===== src/rtl/if_fetch_stage.sv =====
// if_fetch_stage: PC register, next-PC selection and IF/ID pipeline register for a single-issue fetch
module if_fetch_stage #(
  parameter logic [31:0] RESET_PC = 32'h0000_0000,
  parameter logic [31:0] NOP_INST = 32'h0000_0000
) (
  input  logic        Clk,
  input  logic        Reset,
  input  logic        Stall,
  input  logic        Flush,
  input  logic [1:0]  PCSrc,
  input  logic [31:0] BranchOff,
  input  logic [25:0] JumpIndex,
  input  logic [31:0] JrTarget,
  output logic [31:0] Addr,
  input  logic [31:0] Inst,
  output logic [31:0] IdInst,
  output logic [31:0] IdPcPlus4,
  output logic        IdValid,
  output logic        AlignErr
);
  logic [29:0] pc;
  logic [1:0]  src;
  logic        redirect;
  logic [31:0] pc_plus4, target;
  assign Addr = {pc, 2'b00};
  assign pc_plus4 = Addr + 32'd4;
  // a bubble in decode cannot request a redirect
  assign src = IdValid ? PCSrc : 2'b00;
  assign redirect = src != 2'b00;
  always_comb
    target = src == 2'b01 ? IdPcPlus4 + {BranchOff[29:0], 2'b00} :
             src == 2'b10 ? {IdPcPlus4[31:28], JumpIndex, 2'b00} :
                            {JrTarget[31:2], 2'b00};
  always_ff @(posedge Clk) begin
    if (Reset) begin
      pc        <= RESET_PC[31:2];
      IdInst    <= NOP_INST;
      IdPcPlus4 <= 32'd0;
      IdValid   <= 1'b0;
      AlignErr  <= 1'b0;
    end else begin
      pc <= redirect ? target[31:2] : Stall ? pc : pc_plus4[31:2];
      if (src == 2'b11 && JrTarget[1:0] != 2'b00) AlignErr <= 1'b1;
      if (redirect || Flush) begin
        IdInst    <= NOP_INST;
        IdPcPlus4 <= 32'd0;
        IdValid   <= 1'b0;
      end else if (!Stall) begin
        IdInst    <= Inst;
        IdPcPlus4 <= pc_plus4;
        IdValid   <= 1'b1;
      end
    end
  end
endmodule


===== config.mk =====
export PLATFORM = sky130hd
export DESIGN_NAME = if_fetch_stage
export DESIGN_NICKNAME = d
export VERILOG_FILES = /design/src/rtl/if_fetch_stage.sv
export SDC_FILE = /design/constraint.sdc
export NUM_CORES = 1
export LEC_CHECK = 0
export ABC_AREA = 1
export CORE_ASPECT_RATIO = 1.75
export CORE_UTILIZATION = 43
export DETAILED_ROUTE_END_ITERATION = 6
export GPL_ROUTABILITY_DRIVEN = 0
export PLACE_DENSITY = 0.86
export RECOVER_POWER = 25
export REMOVE_ABC_BUFFERS = 1
export SYNTH_ARGS = -nofsm -noshare
export SYNTH_HDL_FRONTEND = slang
export SYNTH_SLANG_ARGS = --single-unit

===== constraint.sdc =====
create_clock -name Clk -period 2.02 [get_ports Clk]
set_clock_uncertainty 0.15 [all_clocks]
set_input_delay 0.202 -clock Clk [delete_from_list [all_inputs] [get_ports Clk]]
set_output_delay 0.202 -clock Clk [all_outputs]
set_load 0.005 [all_outputs]

==> results.cfg <==
[routing]
drc_errors = 35
first_pass_iters = 7
drtIter0Drc = 1173
antenna_left = 0
viasPerCell = 5.95
wl_per_cell_um = 20.1
vias = 10100
drt_wl_total_um = 34100

[timing]
fin_ws_ns = -0.347
post-route-period-util = 1.17
setup_violations = 21
period_needed_ns = 2.37
fmax_mhz = 422
setup_tns_ns = -3.66
hold_viol = 0
maxSlewViolCount = 0
tightest_slew_ns = 0.815
rsz0062_at_grt = true
relSlewSlack = 0.451

[die]
die_w_um = 98.8
initial_core_util = 0.442
fp.dieArea_um2 = 16900
rows = 61
core_area_um2 = 16000
ios = 226
fp.dieH_um = 171

[global_route]
grt_usage = 0.350
grt.met2_usage = 0.625
antenna_found_initial = 0
grtUsageMet1 = 0.347
grt_pass1_wl_um = 45500
grt_pass1_vias = 9237
grt-busiest-layer = met2
overflow = 0
grt_util_met3 = 0.0654
grt_max_degree = 38

[clock_tree]
clock-sinks = 94
ctsHoldBuffers = 0
numCtsBuffers = 9
clockRootBuffer = clkbuf_16
tritoncts = yes
htree_levels = 3
path_clk_slew_ns = 0.08
clk_latency_ns = 0.36
cts.path.max_buffers = 2

[finish]
seq_area_um2 = 1910
layout.nets = 1667
area_delta_synth_final_pct = 62.1
layout-drive-gt1-share = 0.225
fill_cells = 1115
multi_input_area_um2 = 5170
final_core_util = 0.717
insertedDiodeCount = 0
final_cell_area_um2 = 11400

[logic_synthesis]
async_flop_share = 0
synth-edff-count = 0
ys_seq_elements = 94
synth_ff_type = dfxtp_1
synth_top_cells_by_count = nand2_1, a21oi_1, inv_1
netlist_instances = 1187
yosys.area.top_type = dfxtp_1
yosys-top-cells-area = dfxtp_1, nand2_1, a21oi_1, inv_1, nor2_1
synthesis.area_um2 = 7050
syn_avg_cell_area_um2 = 5.94
ys_warn_count = 0
ys_seq_area_frac = 0.267
synth.most_common_cell = nand2_1
synth_top_area_share = 0.267
synthDistinctLibCells = 44

[critical_path]
arrival_ns = 2.48
crit_fanout = 4
rrSetupSlack_ns = -0.35
cp-start-kind = flip-flop
end_kind = flip-flop
rr_worst_depth = 12
critical_path_class = flip-flop to flip-flop
cp.required_ns = 2.13
crit_path_end = pc[16]
startpoint = IdPcPlus4[2]
r2r-start = IdPcPlus4[2]
r2r_end = pc[16]

[run_status]
violations = design-rule violations, negative setup slack
status = complete, but fails checks

[flow_run]
max_cap_viol_count = 0

[placed_design]
dpl_cell_area_um2 = 10300
portBuffers = 219
dp_hpwl_um = 22100
pre_cts_slack_ns = -0.605

[pwr]
power_density_nw_per_um2 = 454
power_mw = 5.19
ir_drop_uv = 466
leakage_nw = 5.36

[worst_hold_path]
hold_path.class = primary input to flip-flop
==> per-stage QoR <==
stage,hold WS (ns),instances
finish,0.244,1702
floorplan,0.114,1144
global placement,0.292,1681
detailed placement,0.296,1681
CTS,0.245,1697
global route,0.262,1702
==> where the power goes <==
| part | internal, mW | total, mW | leakage [nW] | switching (mW) |
|---|---|---|---|---|
| Combinational | 0.705 | 1.41 | 4.45 | 0.704 |
| Sequential | 1.93 | 2.02 | 0.773 | 0.0922 |
| Clock | 0.870 | 1.76 | 0.138 | 0.886 |
==> placed cells by master (no fill, tap or decap), types with 9 or more instances in the layout <==
| cell type | netlist | final |
|---|---|---|
| o21ai_1 | 17 | 21 |
| nand3_2 | 3 | 15 |
| xor2_1 | 14 | 13 |
| buf_4 | 5 | 124 |
| inv_2 | 11 | 13 |
| a21oi_2 | 3 | 15 |
| a21oi_1 | 132 | 119 |
| inv_1 | 125 | 123 |
| clkbuf_16 | 0 | 9 |
| dfxtp_1 | 94 | 75 |
| nor2_4 | 5 | 14 |
| nand2_2 | 6 | 39 |
| dlygate4sd3_1 | 0 | 38 |
| nand2_1 | 406 | 366 |
| ha_4 | 0 | 23 |
| nor2_1 | 124 | 105 |
| nand4_1 | 9 | 9 |
| nor2_2 | 6 | 16 |
| o21ai_0 | 46 | 39 |
| clkdlybuf4s50_1 | 0 | 170 |
| nand3_1 | 57 | 40 |
| dfxtp_2 | 0 | 19 |
==> cell type report <==
type / instances / area share
clock buffers: 9 / 0.0197
clock inverters: 7 / 0.00580
inverters: 136 / 0.0446
multi-input cells: 914 / 0.452
flip-flops and latches: 94 / 0.167
well taps: 189 / 0.0207
repair buffers: 353 / 0.290
==> how the worst min path moves through the flow <==
| stage | depth (start not counted) | start | end |
|---|---|---|---|
| detailed placement | 2 | AlignErr | AlignErr |
| finish | 3 | Inst[19] | IdInst[19] |
| global route | 3 | Inst[31] | IdInst[31] |
| floorplan | 1 | Reset | pc[19] |
| CTS | 3 | Inst[19] | IdInst[19] |
| global placement | 2 | IdInst[2] | IdInst[2] |
==> sequential cells by signal, summed over array words and instances, names as in the netlist <==
name and flops:
AlignErr 1, IdPcPlus4 30, IdValid 1, IdInst 32, pc 30
==> timing repair <==
item,in CTS,in global routing
endpoints found under the hold margin,0,0
resized for setup,73,114
setup buffers,0,6
setup endpoints to repair,24,33
pin swaps,8,16
==> per-layer routing <==
metal / wire length [um] / up-vias / part of all wire
met3: 3650 / 371 / 0.11
met1: 10500 / 4454 / 0.31
met2: 16300 / 896 / 0.48
met4: 3740 / 0 / 0.11
li1: - / 4414 / -
met5: 0 / - / 0
==> kinds of logic after synthesis <==
kind of cell | share of synthesized area
other | 0.000532
AO/OA/AOI/OAI | 0.164
buffers and inverters | 0.106
adder cells (fa/ha/maj) | 0.0561
XOR/XNOR | 0.0236
AND/OR/NAND/NOR | 0.383
flip-flops | 0.267
==> worst max-delay path, stage by stage, from the launching register on <==
cell,delay (ns)
dfxtp_2,0.34
ha_4,0.16
fa_2,0.38
nand3_2,0.10
nand3_4,0.17
nand2_4,0.12
nand3_4,0.12
a21oi_4,0.20
nor2_1,0.07
o21ai_1,0.17
nand3_1,0.14
nand2_1,0.10
inv_1,0.04
(Power assumes the default switching activity.)
